**config.mk**
```make
export PLATFORM = sky130hd
export DESIGN_NAME = unified_mem_arbiter
export DESIGN_NICKNAME = d
export VERILOG_FILES = /design/src/rtl/mem_arb_pkg.sv /design/src/rtl/mem_arb_watchdog.sv /design/src/rtl/unified_mem_arbiter.sv
export SDC_FILE = /design/constraint.sdc
export NUM_CORES = 1
export LEC_CHECK = 0
export ABC_AREA = 1
export BUFFER_PORTS_ARGS = -buffer_cell sky130_fd_sc_hd__buf_4
export CORE_MARGIN = 1.5
export CORE_UTILIZATION = 45
export CTS_CLUSTER_SIZE = 40
export DETAILED_ROUTE_END_ITERATION = 16
export PLACE_DENSITY = 0.81
export SYNTH_ARGS = -nofsm -noshare
export SYNTH_HDL_FRONTEND = slang
export SYNTH_SLANG_ARGS = --single-unit
```
**constraint.sdc**
```tcl
create_clock -name clk -period 3.3 [get_ports clk]
set_clock_uncertainty 0.15 [all_clocks]
set_input_delay 0.33 -clock clk [delete_from_list [all_inputs] [get_ports clk]]
set_output_delay 0.33 -clock clk [all_outputs]
set_load 0.005 [all_outputs]
```
**src/rtl/mem_arb_pkg.sv**
```systemverilog
// Shared types for the unified memory arbiter.
// Step states and the instruction used when a fetch is force-completed.
package mem_arb_pkg;

  typedef enum logic [1:0] {
    S_IDLE,
    S_DATA,
    S_FETCH,
    S_RELEASE
  } arb_state_t;

  localparam logic [31:0] NOP_INSTR = 32'h0000_0000;

endpackage

```
**src/rtl/mem_arb_watchdog.sv**
```systemverilog
// Wait-cycle watchdog for one memory access.
// Pulses expire on the LIMIT-th consecutive cycle of an access without ready.
module mem_arb_watchdog #(
  parameter int unsigned LIMIT = 255
) (
  input  logic clk,
  input  logic reset,
  input  logic active,
  input  logic ready,
  output logic expire
);

  localparam int CW = $clog2(LIMIT + 1);

  logic [CW-1:0] cnt_q, cnt_d;

  always_comb begin
    expire = active && !ready && (cnt_q == CW'(LIMIT - 1));
    cnt_d  = cnt_q + CW'(1);
    if (!active || ready || expire) begin
      cnt_d = '0;
    end
  end

  always_ff @(posedge clk or posedge reset) begin
    if (reset) begin
      cnt_q <= '0;
    end else begin
      cnt_q <= cnt_d;
    end
  end

endmodule

```
**src/rtl/unified_mem_arbiter.sv**
```systemverilog
// Serialises data then fetch accesses of one pipeline step onto a single memory port.
// Optional access timeout with sticky mem_err: define MEM_ARB_TIMEOUT_EN.
module unified_mem_arbiter
  import mem_arb_pkg::*;
#(
  parameter int ADDR_W         = 32,
  parameter int DATA_W         = 32,
  parameter int TIMEOUT_CYCLES = 255
) (
  input  logic              clk,
  input  logic              reset,
  input  logic [ADDR_W-1:0] pc,
  output logic [DATA_W-1:0] instr_f,
  input  logic              dmem_read_m,
  input  logic              dmem_write,
  input  logic [ADDR_W-1:0] alu_out,
  input  logic [DATA_W-1:0] dmem_write_data,
  output logic [DATA_W-1:0] dmem_read_data,
  output logic              mem_stall,
  output logic              mem_req,
  output logic              mem_we,
  output logic [ADDR_W-1:0] mem_addr,
  output logic [DATA_W-1:0] mem_wdata,
  input  logic              mem_ready,
  input  logic [DATA_W-1:0] mem_rdata,
  output logic              mem_err
);

  arb_state_t        state_q, state_d;
  logic [DATA_W-1:0] data_q, data_d;
  logic [DATA_W-1:0] instr_q, instr_d;
  logic [DATA_W-1:0] rdata_q, rdata_d;
  logic              expire;
  logic              done;

`ifdef MEM_ARB_TIMEOUT_EN
  logic err_q, err_d;

  mem_arb_watchdog #(
    .LIMIT (TIMEOUT_CYCLES)
  ) u_wdog (
    .clk    (clk),
    .reset  (reset),
    .active (mem_req),
    .ready  (mem_ready),
    .expire (expire)
  );

  always_comb err_d = err_q | expire;

  always_ff @(posedge clk or posedge reset) begin
    if (reset) begin
      err_q <= 1'b0;
    end else begin
      err_q <= err_d;
    end
  end

  assign mem_err = err_q;
`else
  logic unused_timeout;
  assign unused_timeout = |TIMEOUT_CYCLES;
  assign expire  = 1'b0;
  assign mem_err = 1'b0;
`endif

  assign done           = mem_ready | expire;
  assign mem_stall      = (state_q != S_RELEASE);
  assign instr_f        = instr_q;
  assign dmem_read_data = rdata_q;

  always_comb begin
    state_d   = state_q;
    data_d    = data_q;
    instr_d   = instr_q;
    rdata_d   = rdata_q;
    mem_req   = 1'b0;
    mem_we    = 1'b0;
    mem_addr  = '0;
    mem_wdata = '0;
    unique case (state_q)
      S_IDLE: begin
        data_d  = '0;
        state_d = (dmem_read_m | dmem_write) ? S_DATA : S_FETCH;
      end
      S_DATA: begin
        mem_req   = 1'b1;
        mem_we    = dmem_write;
        mem_addr  = alu_out;
        mem_wdata = dmem_write_data;
        if (done) begin
          // writes (incl. read+write) and timed-out reads return zero
          data_d  = (dmem_write || !mem_ready) ? '0 : mem_rdata;
          state_d = S_FETCH;
        end
      end
      S_FETCH: begin
        mem_req  = 1'b1;
        mem_addr = pc;
        if (done) begin
          instr_d = mem_ready ? mem_rdata : DATA_W'(NOP_INSTR);
          rdata_d = data_q;
          state_d = S_RELEASE;
        end
      end
      S_RELEASE: begin
        state_d = S_IDLE;
      end
      default: begin
        state_d = S_IDLE;
      end
    endcase
  end

  always_ff @(posedge clk or posedge reset) begin
    if (reset) begin
      state_q <= S_IDLE;
      data_q  <= '0;
      instr_q <= '0;
      rdata_q <= '0;
    end else begin
      state_q <= state_d;
      data_q  <= data_d;
      instr_q <= instr_d;
      rdata_q <= rdata_d;
    end
  end

endmodule

```
==> results_dict.tcl, run 1 <==
set metrics [dict create \
    rsz0062_at_grt "no" \
    max_cap_viol_count 0 \
    clock_sinks 98 \
    crit_fanout 21 \
    cts_buffers 9 \
    power.density_mw_per_mm2 822 \
    yosys_warnings 0 \
    required_ns 2.82 \
    fin_crit_sh_pct 79.9 \
    vias 4814 \
    core_area_mm2 0.0103 \
    p_leak_uw 0.00389 \
    grt_util_met2_pct 46.7 \
    post-route-min-period_ns 2.64 \
    nets 979 \
    drt_iter0_drc 365 \
    drive_gt1_share_pct 37.4 \
    r2r_setup_slack_ns 0.97 \
    ioPinCount 265 \
    rows 37 \
    worstMarginPinSlew_ns 0.975 \
    start_kind "register" \
    first_pass_iters 4 \
    die_height_um 106 \
    busiest_layer "met2" \
    grt_pass1_vias 4745 \
    grt_pass1_wl_um 23400 \
    hold_viol 0 \
    hold_slack_ns 0.0516 \
    critPathMaxStageDelay_ns 0.46 \
    finalSetupViolations 0 \
    post_cts_resized 0 \
    diodes 0 \
    fmax_mhz 379 \
    initial_core_util_pct 46.3 \
    final_antenna_net_count 0 \
    grtUsageMet3_pct 6.07 \
    hold_class "in2reg" \
    synth_compound_area_share_pct 11.5 \
    grt_use_total_pct 26.5 \
    clockBufferDepth 2 \
    end_kind "output pin" \
    htree_levels 3 \
    syn-cell-area_mm2 0.00478 \
    hpwl_um 11300 \
    yosysTopAreaCellShare_pct 51.3 \
    worst_ep_arrival_time_ns 2.16 \
    portBuffers 263 \
    outcome "completed" \
    r2r_end "data_q[15]$_DFFE_PP0P_" \
    yosys.area.top_type "dfrtp_1" \
    crit_chain "inv_1 > ha_1 > buf_4 > nand2_1 > a21oi_1 > buf_4" \
    antenna_found_initial 0 \
    synth_top_family_by_area "simple AND/OR/NAND/NOR gates" \
    crit_path_frequent_cell "buf_4" \
    min_to "instr_f[18]$_DFFE_PP0P_" \
    slew_violations 0 \
    clk-insertion-delay-late_ns 0.35 \
    gp_congestion 0.885 \
    synth-simple-area-share_pct 24.0 \
    ys_seq_area_share_pct 51.3 \
    critPathKind "reg2out" \
    cts_tree "done" \
    fill_cells 841 \
    synth.net_count 733 \
    finalSetupTns_ns 0 \
    synth.area.top_cells "dfrtp_1, nand2_1, nand3_1, inv_1, a21oi_1" \
    gr-total-overflow 0 \
    grt_max_degree 62 \
    use_met1_pct 32.2 \
    synthMuxAreaShare_pct 0 \
    synth_fa_ha_area_share_pct 1.83 \
    post-route-drc-count 0 \
    crit-reg2reg-launch "state_q[1]$_DFFE_PP0P_" \
    cts_root_buf "clkbuf_8" \
    area_delta_synth_final_pct 45.8 \
    synth-seq-cells 98 \
    netlist_instances 593 \
    die-area_mm2 0.0113 \
    reg2reg_depth 6 \
    syn_area_per_cell_um2 8.06 \
    vias_per_cell 4.91 \
    wl_um 15000 \
    wl_per_cell_um 15.3 \
    crit_slowest_cell "ha_1" \
    clk_pin_slew_ns 0.09 \
    power_uw 5730 \
    synth_cell_types 20 \
    die_x_um 106 \
    min-delay-start "mem_rdata[18]" \
    synth-xor-area-share_pct 0 \
    slew_headroom_pct 34.7 \
    holdPathStages 3 \
    vdd_drop_max_mv 0.460 \
]
-- cell type report --
type	instances	area [um^2]	share of cell area (%)
Clock buffer	10	128	1.83
Sequential cell	98	2450	35.2
Timing Repair Buffer	276	2070	29.8
Tap cell	136	170	2.44
Multi-Input combinational cell	381	1800	25.8
Clock inverter	6	72.6	1.04
Inverter	73	277	3.97
-- timing repair --
item,in CTS,in global routing
setup buffers,0,0
hold buffers,1,0
endpoints found under the hold margin,47,0
-- critical path, delay by kind of cell, from the launching register on --
family,cells,cell delay [ns]
adder cells (fa/ha/maj),1,0.46
AO/OA/AOI/OAI,1,0.17
flip-flops,1,0.44
AND/OR/NAND/NOR,1,0.10
buffers and inverters,3,0.62
-- per-stage QoR --
stage / util, % / cells / area (um^2) / worst slack (ns)
detailed placement: 65.5 / 963 / 6760 / 0.982
global route: 67.5 / 980 / 6970 / 0.533
global placement: 65.5 / 963 / 6760 / 1.05
CTS: 67.5 / 980 / 6970 / 0.686
finish: 67.5 / 980 / 6970 / 0.665
floorplan: - / 593 / 4780 / 0.258
-- cell usage after synthesis --
master / number
a21oi_1: 32
buf_2: 15
buf_4: 9
buf_6: 8
clkbuf_1: 9
conb_1: 1
dfrtp_1: 98
ha_1: 7
inv_1: 72
inv_2: 1
nand2_1: 207
nand2_2: 1
nand2_4: 1
nand3_1: 63
nor2_1: 2
nor2_8: 1
o21ai_0: 16
o21ai_1: 30
o21ai_2: 18
or2_2: 2
-- report_power, final --
group | internal [uW] | switching [uW] | leakage (uW)
registers | 1700 | 262 | 0.00130
clock network | 362 | 427 | 0.000103
logic | 1380 | 1600 | 0.00249
total | 3450 | 2290 | 0.00389
-- placed cells by master (no fill, tap or decap), types with 2 or more instances in the layout --
cell,count
nand2_1,207
clkbuf_8,9
ha_1,6
a21oi_1,32
or2_2,2
inv_1,71
nand3_1,63
nor2_1,2
inv_6,2
buf_4,275
dfrtp_1,98
o21ai_2,17
o21ai_1,30
o21ai_0,16
-- sequential cells by signal, indices dropped and copies added, names as in the netlist --
register / count
dmem_read_data: 32
state_q: 2
data_q: 32
instr_f: 32
-- layer usage --
metal	wire (um)	up-vias
met5	0	-
met4	352	0
met3	1010	20
met2	7580	181
met1	6060	2285
li1	-	2328
-- worst max path at each step --
stage                                 startpoint                     end  depth (start not counted)
after floorplan                            reset   data_q[0]$_DFFE_PP0P_                          1
after global placement    state_q[1]$_DFFE_PP0P_  data_q[14]$_DFFE_PP0P_                          6
after detailed placement  state_q[1]$_DFFE_PP0P_  data_q[13]$_DFFE_PP0P_                          6
after CTS                 state_q[0]$_DFFE_PP0P_            mem_addr[25]                          6
after global routing      state_q[1]$_DFFE_PP0P_            mem_addr[19]                          6
final                     state_q[0]$_DFFE_PP0P_            mem_addr[25]                          6
-- cell families (layout without fill, tap and decap cells) --
group	Yosys count	in the layout
AO/OA/AOI/OAI	96	96
other	1	1
AND/OR/NAND/NOR	277	277
buffers and inverters	114	365
flip-flops	98	98
adder cells (fa/ha/maj)	7	7
Power figures use the tool's default switching activity.
==> inputs of run 2 (changes only) <==
- ABC_AREA: 1 -> 0
- CORE_UTILIZATION: 45 -> 44
- clock period: 3.3 -> 2.6 ns (I/O delays scaled with it)
==> run 2 against run 1 <==
  * Non-clock buffer count grew 28
  * Utilization grew 5.1 points
  * Sequential cell count is the same
  * Critical endpoint is now mem_addr[8]
  * Combinational power grew 17%
  * First-iteration DRC count shrank 36%
  * Wire length shrank 1.9%
  * Final area grew 1.9%
  * Setup slack lost 0.55 ns
  * Critical path type unchanged
==> results_dict.tcl, run 2 <==
set metrics [dict create \
    outcome "completed" \
    nets 769 \
    cp-startpoint "state_q[0]$_DFFE_PP0P_" \
    final_cell_mix "buf_4, dfrtp_1, mux2_2, nor2b_1, and2_1" \
    cts_setup_buffers 0 \
    slew_violations 0 \
    finalSetupTns_ns 0 \
    critPathKind "reg2out" \
    rsz0062_at_grt "no" \
    drt_iter0_drc 235 \
    fill_cells 674 \
    ys_top_cells_by_count "dfrtp_1, mux2_2, and2_1, nor2b_1" \
    power_uw 6880 \
    grt_use_total_pct 27.0 \
    worstMarginPinSlew_ns 0.555 \
    layout.cells.most_common "buf_4" \
    clk-insertion-delay-late_ns 0.36 \
    finalSetupViolations 0 \
    hold_viol 0 \
    fmax_mhz 402 \
    grt_pass1_vias 4079 \
    die-area_mm2 0.0107 \
    fin_crit_sh_pct 95.6 \
    wl_um 14700 \
    ioPinCount 265 \
    vias_per_cell 5.14 \
    htree_levels 3 \
    critPathMaxStageDelay_ns 0.64 \
    start_kind "register" \
    crit_slowest_cell "ha_2" \
    hpwl_um 11000 \
    vdd_drop_max_mv 0.623 \
    grt_pass1_wl_um 22500 \
    power.density_mw_per_mm2 968 \
    gr-total-overflow 0 \
    min-delay-start "mem_rdata[18]" \
    hold_class "in2reg" \
    yosys_warnings 0 \
    yosysTopAreaCellShare_pct 55.1 \
    vias 3944 \
    post-route-min-period_ns 2.48 \
    synth.area.top_cells "dfrtp_1, mux2_2, a22o_1, a22oi_1, and2_1" \
    wl_per_cell_um 19.2 \
    end_kind "output pin" \
    synth_cell_types 21 \
    clk_pin_slew_ns 0.09 \
    required_ns 2.19 \
    portBuffers 263 \
    synth.net_count 481 \
    crit_chain "inv_1 > ha_2 > nor2b_1 > buf_4" \
    gp_congestion 0.943 \
    diodes 0 \
    initial_core_util_pct 45.5 \
    clockBufferDepth 2 \
    r2r_setup_slack_ns 0.54 \
    synthFlopType "dfrtp_1" \
    cts_buffers 9 \
    clock_sinks 98 \
    hold_slack_ns 0.0126 \
    die_height_um 104 \
    die_x_um 104 \
    synth-async-reset-ratio_pct 100 \
    cts_root_buf "clkbuf_8" \
    grt_max_degree 99 \
    crit_fanout 34 \
    crit-reg2reg-launch "state_q[1]$_DFFE_PP0P_" \
    cts_tree "done" \
    yosysMostFrequentCell "dfrtp_1" \
    synth-seq-cells 98 \
    first_pass_iters 4 \
    core_area_mm2 0.00977 \
    rows 36 \
    p_leak_uw 0.00363 \
    syn_area_per_cell_um2 13.1 \
    worst_ep_arrival_time_ns 2.07 \
    slew_headroom_pct 62.2 \
    drive_gt1_share_pct 55.5 \
    max_cap_viol_count 0 \
    ys_seq_area_share_pct 55.1 \
    yosys.area.top_type "dfrtp_1" \
    antenna_found_initial 0 \
    post-route-drc-count 0 \
    synth_edf_count 0 \
    netlist_instances 341 \
    area_delta_synth_final_pct 59.6 \
    syn-cell-area_mm2 0.00445 \
    final_antenna_net_count 0 \
]
## run 2: changes by cell type after synthesis, moves of 33 or more
cell / before / now
and2_1: 0 / 33
inv_1: 72 / 4
mux2_2: 0 / 59
nand2_1: 207 / 1
nand3_1: 63 / 0
nor2b_1: 0 / 33
## run 2: area by class of cell
type,count,area [um^2],share of cell area [%]
inverters,4,18.8,0.264
well taps,133,166,2.34
multi-input cells,212,1850,26.0
flip-flops and latches,98,2450,34.5
repair buffers,304,2400,33.8
clock buffers,11,131,1.85
clock inverters,5,86.3,1.22
## run 2: repair_timing
action / in CTS / in global routing
hold buffers: 32 / 0
cloned: 0 / 0
resized for setup: 1 / 2
endpoints found under the hold margin: 157 / 0
setup endpoints to repair: 1 / 15
## run 2: logic make-up (layout without fill, tap and decap cells)
| logic type | count (synthesis) | after routing | share of synthesized area, % |
|---|---|---|---|
| flops | 98 | 98 | 55.1 |
| fa+ha+maj | 7 | 7 | 1.97 |
| compound gates | 68 | 68 | 12.3 |
| other cells | 1 | 1 | 0.0842 |
| mux | 66 | 66 | 16.6 |
| buf+inv | 31 | 324 | 4.05 |
| simple gates | 70 | 70 | 9.92 |
## run 2: path summary, 6_finish.rpt
check,end,cells after the start
min in group asynchronous,instr_f[2]$_DFFE_PP0P_,4
setup reg to reg,data_q[8]$_DFFE_PP0P_,5
setup / recovery,mem_addr[8],4
hold reg to reg,dmem_read_data[9]$_DFFE_PP0P_,1
max in group asynchronous,instr_f[28]$_DFFE_PP0P_,4
hold / removal,data_q[18]$_DFFE_PP0P_,2
## run 2: per-stage QoR
stage | cell area, um^2 | cells | utilization, % | setup slack [ns]
6_report | 7100 | 767 | 72.7 | 0.115
3_3_place_gp | 6550 | 719 | 67.0 | 0.475
5_1_grt | 7100 | 767 | 72.7 | 0.0372
2_1_floorplan | 4460 | 341 | - | 0.923
4_1_cts | 7090 | 767 | 72.6 | 0.103
3_5_place_dp | 6550 | 719 | 67.0 | 0.363
## run 2: power breakdown
group / internal [uW] / switching, uW
sequential: 2030 / 279
clock: 550 / 520
combinational: 2010 / 1490
## run 2: critical path: cells and delay by family (launching register included)
kind | cells | cell delay, ns
buffers and inverters | 2 | 0.30
adder cells (fa/ha/maj) | 1 | 0.64
flip-flops | 1 | 0.45
AND/OR/NAND/NOR | 1 | 0.32
## run 2: metal layers
layer  wire [um]  global-route usage (%)  vias up
li1            -                       -     1789
met5           0                       0        -
met2        7840                    48.6      179
met1        5780                    32.7     1957
met4         296                    8.23        0
met3         797                    5.22       19
==> inputs of run 3 (changes only) <==
- BUFFER_PORTS_ARGS: -buffer_cell sky130_fd_sc_hd__buf_4 -> -buffer_cell sky130_fd_sc_hd__buf_2
- CORE_UTILIZATION: 44 -> 45
- CTS_BUF_LIST: default -> sky130_fd_sc_hd__clkbuf_2 sky130_fd_sc_hd__clkbuf_4 sky130_fd_sc_hd__clkbuf_8
- PLACE_DENSITY: 0.81 -> 0.83
- clock period: 2.6 -> 2.4 ns (I/O delays scaled with it)
==> run 3 against run 2 <==
  * Critical path depth rose by 2
  * Setup slack improved by 0.030 ns
  * Critical endpoint is now mem_addr[14]
  * Final area fell by 8.1%
  * Total power increased by 5.2%
==> results_dict.tcl, run 3 (same netlist as run 2, synthesis figures left out) <==
set metrics [dict create \
    htree_levels 3 \
    placed_cells 720 \
    vias_per_cell 5.21 \
    hold_class "in2reg" \
    worst_ep_arrival_time_ns 1.87 \
    grt_max_degree 99 \
    portBuffers 263 \
    final_cell_mix "buf_2, dfrtp_1, mux2_2" \
    antenna_found_initial 3 \
    end_kind "output pin" \
    initial_core_util_pct 46.0 \
    rsz0062_at_grt "no" \
    post-route-min-period_ns 2.26 \
    vias 4019 \
    slew_headroom_pct 65.0 \
    nets 772 \
    p_leak_uw 0.00351 \
    cts_tree "done" \
    layout_setup_ws_ns 0.145 \
    holdPathStages 4 \
    reg2reg_depth 5 \
    finalSetupViolations 0 \
    critPathKind "reg2out" \
    clockBufferDepth 2 \
    area_delta_synth_final_pct 46.6 \
    crit_fanout 17 \
    start_kind "register" \
    wl_um 15400 \
    cts_buffers 9 \
    cts_root_buf "clkbuf_8" \
    outcome "completed" \
    max_cap_viol_count 0 \
    grt_use_total_pct 28.3 \
    grt_pass1_wl_um 21800 \
    slew_violations 0 \
    gr-total-overflow 0 \
    fmax_mhz 443 \
    finalSetupTns_ns 0 \
    grt_pass1_vias 3982 \
    power.density_mw_per_mm2 1110 \
    die-area_mm2 0.0105 \
    hpwl_um 11600 \
    clk-insertion-delay-late_ns 0.37 \
    required_ns 2.01 \
    ioPinCount 265 \
    worstMarginPinSlew_ns 0.524 \
    post-route-drc-count 0 \
    clock_sinks 98 \
    gp_congestion 0.793 \
    pre_cts_ws_ns 0.292 \
    hold_viol 0 \
    vdd_drop_max_mv 0.551 \
    clk_pin_slew_ns 0.10 \
    fin_crit_sh_pct 94.0 \
    core_area_mm2 0.00968 \
    drive_gt1_share_pct 56.2 \
    hold_slack_ns 0.118 \
    rows 36 \
    layout.cells.most_common "buf_2" \
    first_pass_iters 5 \
    final_antenna_net_count 0 \
    fin_cells 772 \
    die_height_um 102 \
    fill_cells 724 \
    die_x_um 102 \
    power_uw 7240 \
    drt_iter0_drc 238 \
    wl_per_cell_um 19.9 \
]
## run 3: cell count changes in the layout (fill, tap and decap cells not counted), sizes merged
cell / delta
bufinv: +1
inv: +1
clkinv: -2
clkbuf: -1
clkinvlp: +2
dlygate4sd3: +1
diode: +2
buf: +1
## run 3: where the power goes
group	internal (uW)	leakage [uW]	switching, uW
Sequential	2200	0.00128	312
Combinational	1770	0.00211	1670
Clock	703	0.000118	589
Total	4670	0.00351	2570
## run 3: critical path, cell delays in order (launching register included)
cell,delay [ns]
dfrtp_1,0.46
inv_2,0.17
ha_4,0.25
buf_4,0.25
a22oi_1,0.10
nor2b_1,0.14
buf_2,0.13
## run 3: per-stage QoR
step	util, %	instance area, um^2
after floorplan	-	4460
after global placement	60.9	5900
after detailed placement	60.9	5900
after CTS	67.1	6490
after global routing	67.4	6520
final	67.4	6530
## run 3: cell type report
class	count	area [um^2]	share of cell area, %
flip-flops and latches	98	2450	37.6
inverters	4	18.8	0.288
clock buffers	9	124	1.90
multi-input cells	212	1870	28.6
repair buffers	307	1770	27.1
diodes	2	5.00	0.0767
well taps	133	166	2.55
clock inverters	7	125	1.92
## run 3: timing repair
item / 4_1_cts / 5_1_grt
setup buffers: 0 / 1
pin swaps: 0 / 1
resized for setup: 3 / 4
hold endpoints to repair: 162 / 0
cloned: 0 / 0
setup endpoints to repair: 32 / 32
hold buffers: 33 / 0
## run 3: worst paths after layout
path	start	endpoint	slack, ns
min in group asynchronous	reset	dmem_read_data[15]$_DFFE_PP0P_	0.41
worst max register to register	state_q[0]$_DFFE_PP0P_	instr_f[24]$_DFFE_PP0P_	0.46
worst max-delay path	state_q[1]$_DFFE_PP0P_	mem_addr[14]	0.14
max in group asynchronous	reset	data_q[25]$_DFFE_PP0P_	1.28
worst min register to register	data_q[26]$_DFFE_PP0P_	data_q[26]$_DFFE_PP0P_	0.35
worst min-delay path	dmem_read_m	state_q[1]$_DFFE_PP0P_	0.12
## run 3: routing by layer
metal	share of wire, %	GRT usage, %	vias up
li1	-	-	1794
met1	37	33.4	1938
met2	50	46.4	240
met3	9.1	10.4	45
met4	3.7	12.3	2
met5	0.078	0	-
